File: src/rtl/dcache_miss_ctrl_pkg.sv
// Shared types and constants for the data-cache miss sequencer.
package cache_ctrl_pkg;

    typedef enum logic [2:0] {
        ST_IDLE    = 3'd0,
        ST_WB_REQ  = 3'd1,
        ST_WB_WAIT = 3'd2,
        ST_RF_REQ  = 3'd3,
        ST_RF_WAIT = 3'd4,
        ST_FILL    = 3'd5,
        ST_COMMIT  = 3'd6
    } ctrl_state_t;

    localparam logic [2:0] F3_B  = 3'b000;
    localparam logic [2:0] F3_H  = 3'b001;
    localparam logic [2:0] F3_W  = 3'b010;
    localparam logic [2:0] F3_BU = 3'b100;
    localparam logic [2:0] F3_HU = 3'b101;

    localparam int WORD_OFS = 2;

    // A full-word store overwrites the whole line, so no refill is needed.
    function automatic logic is_word_store(input logic we, input logic [2:0] funct3);
        return we && (funct3 == F3_W);
    endfunction

endpackage

File: src/rtl/dcache_miss_ctrl_if.sv
// CPU port, cache array and DRAM port bundle for the miss sequencer.
// master = the controller, slave = CPU/array/DRAM environment.
interface dcache_miss_ctrl_if #(
    parameter int ADDR_WIDTH = 32,
    parameter int DATA_WIDTH = 32
);
    logic                  cpu_req;
    logic                  cpu_we;
    logic [ADDR_WIDTH-1:0] cpu_addr;
    logic [2:0]            cpu_funct3;
    logic                  cpu_stall;

    logic                  cache_hit;
    logic                  cache_dirty_en;
    logic [ADDR_WIDTH-1:0] cache_dirty_addr;
    logic [DATA_WIDTH-1:0] cache_dirty_data;
    logic                  cache_commit;
    logic                  cache_we;
    logic [DATA_WIDTH-1:0] cache_new_data;

    logic                  mem_req_valid;
    logic                  mem_req_ready;
    logic                  mem_we;
    logic [ADDR_WIDTH-1:0] mem_addr;
    logic [DATA_WIDTH-1:0] mem_wdata;
    logic                  mem_rsp_valid;
    logic [DATA_WIDTH-1:0] mem_rdata;

    modport master (
        input  cpu_req, cpu_we, cpu_addr, cpu_funct3,
        output cpu_stall,
        input  cache_hit, cache_dirty_en, cache_dirty_addr, cache_dirty_data,
        output cache_commit, cache_we, cache_new_data,
        output mem_req_valid, mem_we, mem_addr, mem_wdata,
        input  mem_req_ready, mem_rsp_valid, mem_rdata
    );

    modport slave (
        output cpu_req, cpu_we, cpu_addr, cpu_funct3,
        input  cpu_stall,
        output cache_hit, cache_dirty_en, cache_dirty_addr, cache_dirty_data,
        input  cache_commit, cache_we, cache_new_data,
        input  mem_req_valid, mem_we, mem_addr, mem_wdata,
        output mem_req_ready, mem_rsp_valid, mem_rdata
    );
endinterface

File: src/rtl/dcache_miss_ctrl_sat_counter.sv
// Saturating event counter used for the optional cache statistics.
module sat_counter #(
    parameter int STAT_WIDTH = 32
) (
    input  logic                  clk,
    input  logic                  reset,
    input  logic                  inc,
    input  logic                  clear,
    output logic [STAT_WIDTH-1:0] count
);

    // Count up on inc, stick at all-ones instead of wrapping.
    always_ff @(posedge clk or posedge reset) begin
        if (reset) begin
            count <= '0;
        end else if (clear) begin
            count <= '0;
        end else if (inc && (count != {STAT_WIDTH{1'b1}})) begin
            count <= count + 1'b1;
        end
    end

endmodule

File: src/rtl/dcache_miss_ctrl.sv
// Miss sequencer between the CPU load/store port, a 2-way write-back cache
// array and DRAM: hits complete in the same cycle, misses write back a dirty
// victim, refill one word and replay. Optional statistics counters are built
// when CACHE_STATS_EN is defined.
//
// state      | meaning
// -----------+------------------------------------------------------------
// ST_IDLE    | serve hits combinationally, capture a miss
// ST_WB_REQ  | present dirty victim write to DRAM until accepted
// ST_WB_WAIT | wait for writeback ack
// ST_RF_REQ  | present refill read to DRAM until accepted
// ST_RF_WAIT | wait for read data, capture it into cache_new_data
// ST_FILL    | install refilled word clean, then replay from IDLE
// ST_COMMIT  | write-allocate a full-word store without fetching
module dcache_miss_ctrl
    import cache_ctrl_pkg::*;
#(
    parameter int ADDR_WIDTH = 32,
    parameter int DATA_WIDTH = 32,
    parameter int STAT_WIDTH = 32
) (
    input  logic                   clk,
    input  logic                   reset,
    dcache_miss_ctrl_if.master     bus
`ifdef CACHE_STATS_EN
    ,
    output logic [STAT_WIDTH-1:0]  stat_hits,
    output logic [STAT_WIDTH-1:0]  stat_misses,
    output logic [STAT_WIDTH-1:0]  stat_wbs
`endif
);

    localparam logic [ADDR_WIDTH-1:0] ALIGN_MASK =
        {{(ADDR_WIDTH-WORD_OFS){1'b1}}, {WORD_OFS{1'b0}}};

    if ((STAT_WIDTH < 1) || (ADDR_WIDTH <= WORD_OFS) || (DATA_WIDTH < 1)) begin : g_bad_params
        $error("dcache_miss_ctrl: illegal parameter combination");
    end

    ctrl_state_t           state;
    logic [ADDR_WIDTH-1:0] lat_addr;
    logic                  lat_we;
    logic [2:0]            lat_funct3;
    logic                  abort_q;
    logic                  abort_now;

    // A miss is abandoned once the CPU drops its request; it stays abandoned.
    assign abort_now = abort_q || !bus.cpu_req;

    // Sequencer state, latched request and registered DRAM/refill outputs.
    always_ff @(posedge clk or posedge reset) begin
        if (reset) begin
            state              <= ST_IDLE;
            lat_addr           <= '0;
            lat_we             <= 1'b0;
            lat_funct3         <= 3'b000;
            abort_q            <= 1'b0;
            bus.mem_req_valid  <= 1'b0;
            bus.mem_we         <= 1'b0;
            bus.mem_addr       <= '0;
            bus.mem_wdata      <= '0;
            bus.cache_new_data <= '0;
        end else begin
            abort_q <= (state == ST_IDLE) ? 1'b0 : abort_now;
            case (state)
                ST_IDLE: begin
                    if (bus.cpu_req && !bus.cache_hit) begin
                        lat_addr   <= bus.cpu_addr;
                        lat_we     <= bus.cpu_we;
                        lat_funct3 <= bus.cpu_funct3;
                        if (bus.cache_dirty_en) begin
                            state             <= ST_WB_REQ;
                            bus.mem_req_valid <= 1'b1;
                            bus.mem_we        <= 1'b1;
                            bus.mem_addr      <= bus.cache_dirty_addr & ALIGN_MASK;
                            bus.mem_wdata     <= bus.cache_dirty_data;
                        end else if (is_word_store(bus.cpu_we, bus.cpu_funct3)) begin
                            state <= ST_COMMIT;
                        end else begin
                            state             <= ST_RF_REQ;
                            bus.mem_req_valid <= 1'b1;
                            bus.mem_we        <= 1'b0;
                            bus.mem_addr      <= bus.cpu_addr & ALIGN_MASK;
                        end
                    end
                end
                ST_WB_REQ: begin
                    if (bus.mem_req_ready) begin
                        bus.mem_req_valid <= 1'b0;
                        state             <= ST_WB_WAIT;
                    end
                end
                ST_WB_WAIT: begin
                    if (bus.mem_rsp_valid) begin
                        if (abort_now) begin
                            state <= ST_IDLE;
                        end else if (is_word_store(lat_we, lat_funct3)) begin
                            state <= ST_COMMIT;
                        end else begin
                            state             <= ST_RF_REQ;
                            bus.mem_req_valid <= 1'b1;
                            bus.mem_we        <= 1'b0;
                            bus.mem_addr      <= lat_addr & ALIGN_MASK;
                        end
                    end
                end
                ST_RF_REQ: begin
                    if (bus.mem_req_ready) begin
                        bus.mem_req_valid <= 1'b0;
                        state             <= ST_RF_WAIT;
                    end
                end
                ST_RF_WAIT: begin
                    if (bus.mem_rsp_valid) begin
                        bus.cache_new_data <= bus.mem_rdata;
                        state              <= ST_FILL;
                    end
                end
                ST_FILL:   state <= ST_IDLE;
                ST_COMMIT: state <= ST_IDLE;
                default:   state <= ST_IDLE;
            endcase
        end
    end

    // Stall and array-update strobes; the array holds still while DRAM is busy.
    always_comb begin
        bus.cpu_stall    = 1'b0;
        bus.cache_commit = 1'b0;
        bus.cache_we     = 1'b0;
        case (state)
            ST_IDLE: begin
                bus.cpu_stall    = bus.cpu_req && !bus.cache_hit;
                bus.cache_commit = bus.cpu_req && bus.cache_hit;
                bus.cache_we     = bus.cpu_req && bus.cache_hit && bus.cpu_we;
            end
            ST_WB_REQ, ST_WB_WAIT, ST_RF_REQ, ST_RF_WAIT: begin
                bus.cpu_stall = 1'b1;
            end
            ST_FILL: begin
                bus.cpu_stall    = 1'b1;
                bus.cache_commit = 1'b1;
            end
            ST_COMMIT: begin
                bus.cache_commit = !abort_now;
                bus.cache_we     = !abort_now;
            end
            default: begin
                bus.cpu_stall = 1'b0;
            end
        endcase
    end

`ifdef CACHE_STATS_EN
    logic replay_q;
    logic hit_inc;
    logic miss_inc;
    logic wb_inc;

    // Marks the IDLE cycle right after a fill so the replay hit is not counted.
    always_ff @(posedge clk or posedge reset) begin
        if (reset) begin
            replay_q <= 1'b0;
        end else begin
            replay_q <= (state == ST_FILL) && !abort_now;
        end
    end

    assign hit_inc  = (state == ST_IDLE) && bus.cpu_req && bus.cache_hit && !replay_q;
    assign miss_inc = (state == ST_IDLE) && bus.cpu_req && !bus.cache_hit;
    assign wb_inc   = (state == ST_WB_REQ) && bus.mem_req_ready;

    sat_counter #(.STAT_WIDTH(STAT_WIDTH)) u_stat_hits (
        .clk(clk), .reset(reset), .inc(hit_inc), .clear(1'b0), .count(stat_hits)
    );
    sat_counter #(.STAT_WIDTH(STAT_WIDTH)) u_stat_misses (
        .clk(clk), .reset(reset), .inc(miss_inc), .clear(1'b0), .count(stat_misses)
    );
    sat_counter #(.STAT_WIDTH(STAT_WIDTH)) u_stat_wbs (
        .clk(clk), .reset(reset), .inc(wb_inc), .clear(1'b0), .count(stat_wbs)
    );
`endif

endmodule

File: src/flat_wrapper.sv
// flat-port wrapper written by rule: the top's interface ports become plain ports
module dcache_miss_ctrl_flat import cache_ctrl_pkg::*;
#(
    parameter int ADDR_WIDTH = 32,
    parameter int DATA_WIDTH = 32,
    parameter int STAT_WIDTH = 32
)
  (clk, reset, bus_cpu_req, bus_cpu_we, bus_cpu_addr, bus_cpu_funct3, bus_cpu_stall, bus_cache_hit, bus_cache_dirty_en, bus_cache_dirty_addr, bus_cache_dirty_data, bus_cache_commit, bus_cache_we, bus_cache_new_data, bus_mem_req_valid, bus_mem_we, bus_mem_addr, bus_mem_wdata, bus_mem_req_ready, bus_mem_rsp_valid, bus_mem_rdata);
  dcache_miss_ctrl_if #(.ADDR_WIDTH(ADDR_WIDTH), .DATA_WIDTH(DATA_WIDTH)) bus_i ();
  input  logic clk;
  input  logic reset;
  input wire logic [$bits(bus_i.cpu_req)-1:0] bus_cpu_req;
  input wire logic [$bits(bus_i.cpu_we)-1:0] bus_cpu_we;
  input wire logic [$bits(bus_i.cpu_addr)-1:0] bus_cpu_addr;
  input wire logic [$bits(bus_i.cpu_funct3)-1:0] bus_cpu_funct3;
  output wire logic [$bits(bus_i.cpu_stall)-1:0] bus_cpu_stall;
  input wire logic [$bits(bus_i.cache_hit)-1:0] bus_cache_hit;
  input wire logic [$bits(bus_i.cache_dirty_en)-1:0] bus_cache_dirty_en;
  input wire logic [$bits(bus_i.cache_dirty_addr)-1:0] bus_cache_dirty_addr;
  input wire logic [$bits(bus_i.cache_dirty_data)-1:0] bus_cache_dirty_data;
  output wire logic [$bits(bus_i.cache_commit)-1:0] bus_cache_commit;
  output wire logic [$bits(bus_i.cache_we)-1:0] bus_cache_we;
  output wire logic [$bits(bus_i.cache_new_data)-1:0] bus_cache_new_data;
  output wire logic [$bits(bus_i.mem_req_valid)-1:0] bus_mem_req_valid;
  output wire logic [$bits(bus_i.mem_we)-1:0] bus_mem_we;
  output wire logic [$bits(bus_i.mem_addr)-1:0] bus_mem_addr;
  output wire logic [$bits(bus_i.mem_wdata)-1:0] bus_mem_wdata;
  input wire logic [$bits(bus_i.mem_req_ready)-1:0] bus_mem_req_ready;
  input wire logic [$bits(bus_i.mem_rsp_valid)-1:0] bus_mem_rsp_valid;
  input wire logic [$bits(bus_i.mem_rdata)-1:0] bus_mem_rdata;
  assign bus_i.cpu_req = bus_cpu_req;
  assign bus_i.cpu_we = bus_cpu_we;
  assign bus_i.cpu_addr = bus_cpu_addr;
  assign bus_i.cpu_funct3 = bus_cpu_funct3;
  assign bus_cpu_stall = bus_i.cpu_stall;
  assign bus_i.cache_hit = bus_cache_hit;
  assign bus_i.cache_dirty_en = bus_cache_dirty_en;
  assign bus_i.cache_dirty_addr = bus_cache_dirty_addr;
  assign bus_i.cache_dirty_data = bus_cache_dirty_data;
  assign bus_cache_commit = bus_i.cache_commit;
  assign bus_cache_we = bus_i.cache_we;
  assign bus_cache_new_data = bus_i.cache_new_data;
  assign bus_mem_req_valid = bus_i.mem_req_valid;
  assign bus_mem_we = bus_i.mem_we;
  assign bus_mem_addr = bus_i.mem_addr;
  assign bus_mem_wdata = bus_i.mem_wdata;
  assign bus_i.mem_req_ready = bus_mem_req_ready;
  assign bus_i.mem_rsp_valid = bus_mem_rsp_valid;
  assign bus_i.mem_rdata = bus_mem_rdata;
  dcache_miss_ctrl #(.ADDR_WIDTH(ADDR_WIDTH), .DATA_WIDTH(DATA_WIDTH), .STAT_WIDTH(STAT_WIDTH)) u_core (.clk(clk), .reset(reset), .bus(bus_i));
endmodule
File: config.mk
export PLATFORM = sky130hd
export DESIGN_NAME = dcache_miss_ctrl_flat
export DESIGN_NICKNAME = d
export VERILOG_FILES = /design/src/rtl/dcache_miss_ctrl_pkg.sv /design/src/rtl/dcache_miss_ctrl_if.sv /design/src/rtl/dcache_miss_ctrl_sat_counter.sv /design/src/rtl/dcache_miss_ctrl.sv /design/src/flat_wrapper.sv
export SDC_FILE = /design/constraint.sdc
export NUM_CORES = 1
export LEC_CHECK = 0
export ABC_AREA = 1
export CORE_MARGIN = 3
export CORE_UTILIZATION = 47
export CTS_CLUSTER_DIAMETER = 40
export CTS_CLUSTER_SIZE = 20
export DETAILED_ROUTE_END_ITERATION = 8
export GPL_ROUTABILITY_DRIVEN = 0
export PLACE_DENSITY = 0.86
export SKIP_LAST_GASP = 1
export SLEW_MARGIN = 20
export SYNTH_ARGS = -nofsm -noshare
export SYNTH_HDL_FRONTEND = slang
export SYNTH_SLANG_ARGS = --single-unit
File: constraint.sdc
create_clock -name clk -period 13.9 [get_ports clk]
set_input_delay 2.78 -clock clk [delete_from_list [all_inputs] [get_ports clk]]
set_output_delay 2.78 -clock clk [all_outputs]
set_load 0.1 [all_outputs]
Word-level counts from Yosys, hierarchy flattened. Index checks and enable logic that the tools add are counted.

Add/sub/neg operators: 0. Multipliers: 0. Divide/modulo/power cells: 0. $lt $le $gt $ge: 0. Equal/unequal tests: 17. Shifts and indexed selects: 0. Multiplexer cells: 36. Bitwise operators: 0. Reduce and logical (&&, ||, !) cells: 20.

Operator list (count): two-way mux 32 bit (6); one-hot mux 32 bit (2 select lines) (1); two-way mux 3 bit (9); one-hot mux 3 bit (5 select lines) (1); two-way mux 1 bit (14); != test 2 bit, second input constant (7); equality test 3 x 2 -> 1 bit, second input constant (4); equality test 3 bit, second input constant (3); AND reduction 7 bit (1); one-hot mux 1 bit (2 select lines) (3); one-hot mux 1 bit (3 select lines) (2); AND reduction 6 bit (1); logical AND 1 bit (5); AND reduction 5 bit (1); OR reduction 5 bit (1); AND reduction 2 bit (2); equality test 3 x 1 -> 1 bit, second input constant (1); zero test 1 bit (3); zero test 3 bit (1); != test 3 bit, second input constant (1); AND reduction 3 bit (1); nonzero test 3 bit (1); != test 2 x 1 -> 1 bit, second input constant (1); nonzero test 2 bit (1); 2 further kinds (2).

Flip-flop bits (word level): 138. Bits in latches: 0. RAM bits: 0. Bits in read-only memories: 0. Bits of input ports: 139. Output and inout bits: 101. Word-level logic and storage cells: 83. Memories kept: 0.

Depth between registers and ports, before layout. Gate-level depths: netlist of the first run.

Depth after elaboration: 6. Gate-level depth with buffers: 10. Gate-level depth less buffers: 9.

Worst setup path before layout of the first run. OpenSTA, ideal clock, no wires.

Path type: input port to output port. Start point: input port bus_cache_hit. End point: output port bus_cache_we. Arrival time: 4.971 ns. Required time: 11.120 ns. Path slack: 6.149 ns. Stages on the path: 2. Buffers on the path: 0. Path through: nand3_1 > o21ai_0.

Word-level cells in the longest chain between the ends: 3.

Ends and longest elaborated chain: start: declaration (line flat_wrapper.sv:17) `input wire logic [$bits(bus_i.cache_hit)-1:0] bus_cache_hit;`; logical AND 1 bit (2 in series) (line dcache_miss_ctrl.sv:135) `bus.cache_we = bus.cpu_req && bus.cache_hit && bus.cpu_we;`; one-hot mux 1 bit (2 select lines) (line dcache_miss_ctrl.sv:131) `case (state)`; end: declaration (line flat_wrapper.sv:22) `output wire logic [$bits(bus_i.cache_we)-1:0] bus_cache_we;`.

Every way passes these cells.

Worst setup path in the final report of the first run.
Start point: input port bus_cpu_req. End point: output port bus_cache_commit.

Word-level cells in the longest chain between the ends: 4. Elaborated cells between the ends (all ways): 5. Those cells by class: mux (1); reduce/logical (4).

Ends and longest elaborated chain: start: declaration (line flat_wrapper.sv:12) `input wire logic [$bits(bus_i.cpu_req)-1:0] bus_cpu_req;`; zero test 1 bit (line dcache_miss_ctrl.sv:48) `assign abort_now = abort_q || !bus.cpu_req;`; logical OR 1 bit (line dcache_miss_ctrl.sv:48); zero test 1 bit (line dcache_miss_ctrl.sv:145) `bus.cache_commit = !abort_now;`; one-hot mux 1 bit (3 select lines) * (line dcache_miss_ctrl.sv:131); end: declaration (line flat_wrapper.sv:21) `output wire logic [$bits(bus_i.cache_commit)-1:0] bus_cache_commit;`.

Mark *: on every way between the ends. The rest lies on a longest branch, timed or not.

==> flow_metrics.tcl, run 1 <==
set metrics [dict create \
    timing.fmax_mhz 128 \
    synth_top_area_share_pct 55.1 \
    synth_cell_types 24 \
    synth_area_leaders "dfrtp_1 55%, nand2_1 23%, nand3_1 6.0%" \
    diodes 0 \
    yosysMostFrequentCell "nand2_1" \
    drv_cap 0 \
    syn_avg_cell_area_um2 7.93 \
    start_util_pct 49.4 \
    r2r_start "u_core.state[0]" \
    seq_area_frac_synth_pct 55.1 \
    slowest_stage "clkdlybuf4s50_1" \
    maxSlewHeadroom_pct 30.7 \
    firstDrtPassIters 5 \
    drcViolationCount 0 \
    dieArea_mm2 0.0143 \
    r2r_slack_ns 10.81 \
    htreeDepth 4 \
    wl_um 18300 \
    cp.arrival_ns 5.03 \
    hold_viol 0 \
    die_x_um 120 \
    cts_buffer_depth 2 \
    core_mm2 0.0123 \
    path_common_cell "clkdlybuf4s50_1" \
    cp-startpoint "bus_cpu_req" \
    area_delta_synth_final_pct 48.8 \
    outcome "complete, no violations" \
    synth_area_mm2 0.00608 \
    grtUsageTotal_pct 25.4 \
    drt_iter0_markers 383 \
    hold_path_class "flop to flop" \
    critPathBufInv 3 \
    cpPeakStageDelay_ns 1.23 \
    async_flop_share_pct 100 \
    crit_path_end_kind "primary output" \
    path_cells "clkdlybuf4s50_1 -> nand2_1 -> inv_1 -> nand3_1 -> o311ai_0 -> clkdlybuf4s50_1" \
    synth_edf_count 0 \
    num_vias 5929 \
    drv_slew 0 \
    path_clk_slew_ns 0.06 \
    fin_crit_sh_pct 56.2 \
    ctsResizeCount 0 \
    fin_crit_ns 7.81 \
    crit_family "buffers and inverters" \
    synth_common_cells "365 x nand2_1, 134 x dfrtp_1, 73 x nand3_1, 36 x nor2_1, 31 x o21ai_1" \
    post_cts_buffers 0 \
    antenna_left 0 \
    port_buffers 233 \
    cp_max_fo 4 \
    grtUsageMet1_pct 30.8 \
    netlist_instances 767 \
    grt_max_degree 77 \
    setup_viol 0 \
    cts-buffers-inserted 17 \
    vias_per_cell 5.13 \
    core.rowCount 40 \
    reg2regPathDepth 7 \
    worstMarginPinSlew_ns 1.04 \
    clock_latency_ns 0.41 \
    grt_pass1_wl_um 29000 \
    cts.sinks 134 \
    crit_end "bus_cache_commit" \
    hpwl_um 11800 \
    drive_gt1_share_pct 5.67 \
    grtUsageMet2_pct 42.4 \
    dieHeight_um 120 \
    antenna_found_initial 0 \
    synth_ff_type "dfrtp_1" \
    rr_endpoint "u_core.bus.mem_addr[31]" \
    path_depth 6 \
    criticalPathCategory "input port to primary output" \
    clockRootBuffer "clkbuf_16" \
    fin_tns_setup_ns 0 \
    ys_ff_latch 134 \
    grt_pass1_vias 5717 \
    yosys_warnings 0 \
    postCtsHoldBufs 0 \
    cts_tree "built" \
    rsz0062_at_grt "false" \
    synth_top_cell_by_area "dfrtp_1" \
    met3_usage_pct 8.77 \
    critPathRequiredTime_ns 11.12 \
    avgRoutedWirePerCell_um 15.9 \
    skew_ns 0.00744 \
    crit_path_start_kind "input port" \
    gr-total-overflow 0 \
    num_io_pins 240 \
    nets 1113 \
    busiest_layer "met2" \
]
==> area by class of cell <==
cell class	count	area [um2]
fill	911	3260
clock buffer	19	443
timing repair buffer	238	2360
inverter	22	87.6
tap	168	210
clock inverter	13	204
multi-input combinational	561	2390
sequential	134	3350
==> metal layers <==
layer	wire length (um)	vias up	share of wire (%)
met4	282	0	1.5
li1	-	2855	-
met3	1530	25	8.4
met5	0	-	0
met1	7470	2799	41
met2	9030	250	49
==> cell families after synthesis <==
kind of cell	count (synthesis)	share of synthesized area, %
buf+inv	73	5.74
flops	134	55.1
compound gates	75	6.89
simple gates	484	32.2
other cells	1	0.0616
==> worst min path at each step <==
stage | slack (ns) | endpoint | cells past startpoint | start
floorplan | 0.45 | u_core.lat_funct3[1] | 2 | u_core.lat_funct3[1]
global placement | 0.45 | u_core.bus.cache_new_data[1] | 2 | u_core.bus.cache_new_data[1]
detailed placement | 0.46 | u_core.bus.mem_wdata[20] | 2 | u_core.bus.mem_wdata[20]
CTS | 0.47 | u_core.bus.mem_wdata[27] | 2 | u_core.bus.mem_wdata[27]
global route | 0.48 | u_core.bus.mem_wdata[28] | 2 | u_core.bus.mem_wdata[28]
finish | 0.47 | u_core.bus.mem_wdata[24] | 2 | u_core.bus.mem_wdata[24]
==> metrics by stage <==
step | area (um2) | util (%) | hold WS [ns] | cells | worst slack (ns)
6_report | 9050 | 73.5 | 0.469 | 1155 | 6.09
5_1_grt | 9050 | 73.5 | 0.484 | 1155 | 5.98
4_1_cts | 9050 | 73.5 | 0.472 | 1155 | 6.09
3_5_place_dp | 8400 | 68.2 | 0.457 | 1123 | 6.11
3_3_place_gp | 8400 | 68.2 | 0.452 | 1123 | 6.14
2_1_floorplan | 6090 | - | 0.449 | 768 | 6.15
==> state kept, by name, indices dropped and copies added, names as in the netlist <==
signal	cells
u_core.bus.cache_new_data	32
u_core.lat_addr	30
u_core.state	3
u_core.bus.mem_addr	30
u_core.lat_we	1
u_core.lat_funct3	3
u_core.bus.mem_req_valid	1
u_core.bus.mem_we	1
u_core.bus.mem_wdata	32
u_core.abort_q	1
==> worst register-to-register path: stages, from the launching register on <==
cell and delay, ns:
dfrtp_1 0.47, nor2_2 0.24, nand3_2 0.70, nand2_1 0.30, nand2_2 0.49, nor2_8 0.63
nand2_1 0.12, nand2_1 0.09
==> placed cells by master (no fill, tap or decap), types with 2 or more instances in the layout <==
cell             synthesis  layout
bufinv_16                0       5
clkbuf_16                0      17
o21ai_1                 31      31
nand3_2                  2       2
clkinv_2                 0       3
a21oi_1                  2       2
nor2_2                   2       2
inv_2                    8       8
o21ai_0                 10      10
nand3_1                 73      73
nor2_1                  36      36
conb_1                   1       2
nand2_1                365     364
clkinvlp_4               0       4
nand2_2                  3       4
clkdlybuf4s50_1          0     232
a31oi_1                 30      30
inv_1                   14      13
dfrtp_1                134     134
buf_4                    2       5
Power of run 1 is not shown: default switching activity piles up to over one toggle a cycle in this logic, so the estimate is an artifact.
==> run 2: changes to the inputs <==
--- a/config.mk
+++ b/config.mk
@@ -7,12 +7,12 @@
 export LEC_CHECK = 0
 export ABC_AREA = 1
 export CORE_MARGIN = 3
-export CORE_UTILIZATION = 47
+export CORE_UTILIZATION = 40
 export CTS_CLUSTER_DIAMETER = 40
 export CTS_CLUSTER_SIZE = 20
 export DETAILED_ROUTE_END_ITERATION = 8
 export GPL_ROUTABILITY_DRIVEN = 0
-export PLACE_DENSITY = 0.86
+export PLACE_DENSITY = 0.78
 export SKIP_LAST_GASP = 1
 export SLEW_MARGIN = 20
 export SYNTH_ARGS = -nofsm -noshare
==> constraint.sdc (replaced) <==
create_clock -name clk -period 6.9 [get_ports clk]
set_input_delay 1.38 -clock clk [delete_from_list [all_inputs] [get_ports clk]]
set_output_delay 1.38 -clock clk [all_outputs]
set_load 0.1 [all_outputs]
==> flow_metrics.tcl, run 2 (synthesis results as in run 1) <==
set metrics [dict create \
    outcome "complete, no violations" \
    multiInputGateArea_mm2 0.00239 \
    gr-total-overflow 0 \
    wl_um 17800 \
    grt_max_degree 82 \
    hpwl_um 11600 \
    drv_slew 0 \
    grt_pass1_vias 5504 \
    cts-buffers-inserted 17 \
    r2r_start "u_core.state[0]" \
    worstMarginPinSlew_ns 1.07 \
    cts_tree "built" \
    drive_gt1_share_pct 5.77 \
    rsz0062_at_grt "false" \
    clock_latency_ns 0.42 \
    grtUsageTotal_pct 21.2 \
    final.fill_count 1286 \
    post_cts_buffers 0 \
    path_clk_slew_ns 0.05 \
    setup_viol 0 \
    final_common_cell "nand2_1" \
    drv_cap 0 \
    cts_buffer_depth 2 \
    ctsResizeCount 0 \
    dieArea_mm2 0.0167 \
    postCtsHoldBufs 0 \
    rr_endpoint "u_core.bus.mem_addr[2]" \
    antenna_found_initial 1 \
    critPathRequiredTime_ns 5.52 \
    hold_viol 0 \
    cp_max_fo 4 \
    nets 1114 \
    post-route-cell-area_mm2 0.00909 \
    seqCellArea_mm2 0.00335 \
    fin_tns_setup_ns 0 \
    largestRegisters "u_core.bus.cache_new_data x32, u_core.bus.mem_wdata x32" \
    fin_crit_sh_pct 72.2 \
    avgRoutedWirePerCell_um 15.2 \
    core.rowCount 44 \
    start_util_pct 41.4 \
    htreeDepth 4 \
    crit_end "bus_cache_commit" \
    crit_path_end_kind "primary output" \
    timing.fmax_mhz 201 \
    grt_pass1_wl_um 27800 \
    fin_crit_ns 4.98 \
    core_mm2 0.0147 \
    reg2regPathDepth 8 \
    layout_common_cells "364 x nand2_1, 232 x clkdlybuf4s50_1, 134 x dfrtp_1" \
    clockRootBuffer "clkbuf_16" \
    vias_per_cell 4.98 \
    placed_cell_area_mm2 0.00843 \
    drt_iter0_markers 359 \
    firstDrtPassIters 5 \
    r2r_slack_ns 4.32 \
    antenna_left 0 \
    port_buffers 233 \
    area_delta_synth_final_pct 49.4 \
    num_io_pins 240 \
    worstHoldStart "u_core.bus.cache_new_data[9]" \
    drcViolationCount 0 \
    num_vias 5835 \
    cp.arrival_ns 3.60 \
    maxSlewHeadroom_pct 28.2 \
    hold_path_class "flop to flop" \
    cts.sinks 134 \
    die_x_um 129 \
    skew_ns 0.00494 \
    hold_ws_ns 0.465 \
    dieHeight_um 129 \
    setup_slack_ns 1.92 \
    crit_path_start_kind "input port" \
    criticalPathCategory "input port to primary output" \
    preCtsSetupSlack_ns 1.92 \
    cp-startpoint "bus_cpu_req" \
    diodes 0 \
]
==> run 2: changes by cell type in the layout (fill, tap and decap cells not counted), sizes merged <==
cell,delta
buf,+1
inv,+1
clkinvlp,-3
clkinv,+1
clkbuf,+1
==> run 2: cell type report <==
| cell class | count | share of cell area [%] |
|---|---|---|
| Clock inverter | 12 | 2.19 |
| Inverter | 22 | 0.964 |
| Multi-Input combinational cell | 561 | 26.3 |
| Tap cell | 184 | 2.53 |
| Sequential cell | 134 | 36.9 |
| Clock buffer | 20 | 5.03 |
| Timing Repair Buffer | 239 | 26.1 |
==> run 2: worst max-delay path, stage by stage <==
cell and delay, ns:
clkdlybuf4s50_1 0.53, nand2_1 0.12, inv_1 0.11, nand3_1 0.09, o311ai_0 0.14, clkdlybuf4s50_1 1.22
==> run 2: per-layer routing <==
| metal | GRT usage, % | vias to the layer above | wire (um) |
|---|---|---|---|
| met2 | 34.4 | 259 | 8420 |
| met1 | 27.0 | 2694 | 7320 |
| met3 | 6.88 | 20 | 1820 |
| met5 | 0 | - | 11 |
| met4 | 7.16 | 2 | 249 |
| li1 | - | 2860 | - |
==> run 2: worst min-delay path by stage <==
stage	endpoint	slack (ns)	depth (start not counted)
floorplan	u_core.lat_funct3[1]	0.45	2
global placement	u_core.bus.mem_wdata[3]	0.45	2
detailed placement	u_core.bus.cache_new_data[19]	0.46	2
CTS	u_core.bus.mem_wdata[25]	0.47	2
global route	u_core.bus.mem_wdata[19]	0.48	2
finish	u_core.bus.cache_new_data[9]	0.46	2
==> run 2: metrics by stage <==
stage	instances	util, %
4_1_cts	1172	61.8
5_1_grt	1172	61.8
3_5_place_dp	1140	57.4
6_report	1172	61.8
2_1_floorplan	768	-
3_3_place_gp	1140	57.3
Power of run 2 is left out for the same reason.
==> run 3: changes to the inputs <==
--- a/config.mk
+++ b/config.mk
@@ -7,12 +7,12 @@
 export LEC_CHECK = 0
 export ABC_AREA = 1
 export CORE_MARGIN = 3
-export CORE_UTILIZATION = 40
+export CORE_UTILIZATION = 44
 export CTS_CLUSTER_DIAMETER = 40
 export CTS_CLUSTER_SIZE = 20
 export DETAILED_ROUTE_END_ITERATION = 8
 export GPL_ROUTABILITY_DRIVEN = 0
-export PLACE_DENSITY = 0.78
+export PLACE_DENSITY = 0.81
 export SKIP_LAST_GASP = 1
 export SLEW_MARGIN = 20
 export SYNTH_ARGS = -nofsm -noshare
==> constraint.sdc (replaced) <==
create_clock -name clk -period 5 [get_ports clk]
set_input_delay 1 -clock clk [delete_from_list [all_inputs] [get_ports clk]]
set_output_delay 1 -clock clk [all_outputs]
set_load 0.1 [all_outputs]
==> flow_metrics.tcl, run 3 (synthesis results as in run 1) <==
set metrics [dict create \
    outcome "complete, no violations" \
    cts.sinks 134 \
    core.rowCount 42 \
    cp_max_fo 4 \
    largestRegisters "u_core.bus.cache_new_data x32, u_core.bus.mem_wdata x32" \
    dieHeight_um 124 \
    cpPeakStageDelay_ns 0.53 \
    cts_buffer_depth 2 \
    cts-buffers-inserted 17 \
    clock_latency_ns 0.42 \
    antenna_left 0 \
    grtUsageTotal_pct 23.8 \
    grt_pass1_vias 5651 \
    drt_iter0_markers 435 \
    layout_common_cells "364 x nand2_1, 229 x clkdlybuf4s50_1, 134 x dfrtp_1" \
    setup_viol 0 \
    fin_crit_ns 3.38 \
    port_buffers 233 \
    maxSlewHeadroom_pct 28.4 \
    avgRoutedWirePerCell_um 15.5 \
    drv_cap 0 \
    postCtsHoldBufs 0 \
    criticalPathCategory "input port to primary output" \
    num_vias 5893 \
    crit_path_end_kind "primary output" \
    finish.utilization_pct 67.3 \
    htreeDepth 4 \
    hold_viol 0 \
    antenna_found_initial 1 \
    start_util_pct 45.4 \
    drive_gt1_share_pct 6.36 \
    timing.fmax_mhz 296 \
    core_mm2 0.0134 \
    multiInputGateArea_mm2 0.00239 \
    post_cts_buffers 0 \
    seqCellArea_mm2 0.00335 \
    nets 1117 \
    area_delta_synth_final_pct 48.3 \
    ctsResizeCount 0 \
    cp.arrival_ns 2.38 \
    fin_tns_setup_ns 0 \
    num_io_pins 240 \
    path_clk_slew_ns 0.06 \
    crit_path_start_kind "input port" \
    cts_tree "built" \
    r2r_start "u_core.state[0]" \
    firstDrtPassIters 5 \
    cp-startpoint "bus_cpu_req" \
    fin_crit_sh_pct 67.6 \
    hpwl_um 11900 \
    path_cells "clkdlybuf4s50_1 -> nand2_1 -> inv_1 -> nand3_1 -> o311ai_0 -> buf_4" \
    die_x_um 124 \
    gr-total-overflow 0 \
    dieArea_mm2 0.0153 \
    wl_um 18100 \
    hold_path_class "flop to flop" \
    clockRootBuffer "clkbuf_16" \
    slowest_stage "clkdlybuf4s50_1" \
    grt_max_degree 81 \
    grt_pass1_wl_um 28000 \
    drcViolationCount 0 \
    worstMarginPinSlew_ns 1.07 \
    worstHoldStart "u_core.bus.cache_new_data[16]" \
    final_common_cell "nand2_1" \
    critPathRequiredTime_ns 4.00 \
    vias_per_cell 5.05 \
    skew_ns 0.00700 \
    drv_slew 0 \
    rsz0062_at_grt "false" \
    final.fill_count 1126 \
]
-- run 3: changes by cell type in the layout (fill, tap and decap cells not counted) --
cell	before	now
inv_6	2	1
buf_4	6	12
diode_2	0	1
clkdlybuf4s50_1	232	229
clkinv_4	2	1
clkinvlp_4	1	6
bufinv_16	5	2
-- run 3: metrics by stage --
stage / hold slack, ns / instance area (um2) / setup WS (ns) / instances
5_1_grt: 0.482 / 9020 / 1.51 / 1167
3_3_place_gp: 0.452 / 8430 / 1.65 / 1135
3_5_place_dp: 0.457 / 8430 / 1.62 / 1135
6_report: 0.469 / 9020 / 1.62 / 1168
2_1_floorplan: 0.449 / 6090 / 0.00578 / 768
4_1_cts: 0.472 / 9020 / 1.61 / 1167
-- run 3: final cells by class --
type / instances / area share, %
inverter: 22 / 0.971
clock inverter: 12 / 1.43
sequential: 134 / 37.2
antenna: 1 / 0.0277
timing repair buffer: 242 / 26.5
tap: 176 / 2.44
clock buffer: 20 / 5.06
multi-input combinational: 561 / 26.5
-- run 3: path summary, 6_finish.rpt --
check                                           endpoint  slack [ns]  cells past startpoint
hold / removal             u_core.bus.cache_new_data[16]        0.47                      2
setup / recovery                        bus_cache_commit        1.62                      6
setup reg to reg            u_core.bus.cache_new_data[9]        2.41                      6
min in group asynchronous  u_core.bus.cache_new_data[10]        1.07                      2
hold reg to reg            u_core.bus.cache_new_data[16]        0.47                      2
max in group asynchronous        u_core.bus.mem_addr[21]        2.99                      3
-- run 3: critical path, delay by kind of cell --
family	cells	cell delay, ns
and+or+nand+nor	2	0.22
AOI/OAI and AO/OA	1	0.14
buffers and inverters	3	1.02
-- run 3: layer usage --
layer | track usage, % | routed length, um | vias to the layer above
met5 | 0 | 13 | -
met4 | 9.13 | 333 | 2
met3 | 9.76 | 1830 | 24
met2 | 37.3 | 8540 | 245
met1 | 29.4 | 7370 | 2755
li1 | - | - | 2867
Power of run 3 is left out for the same reason.
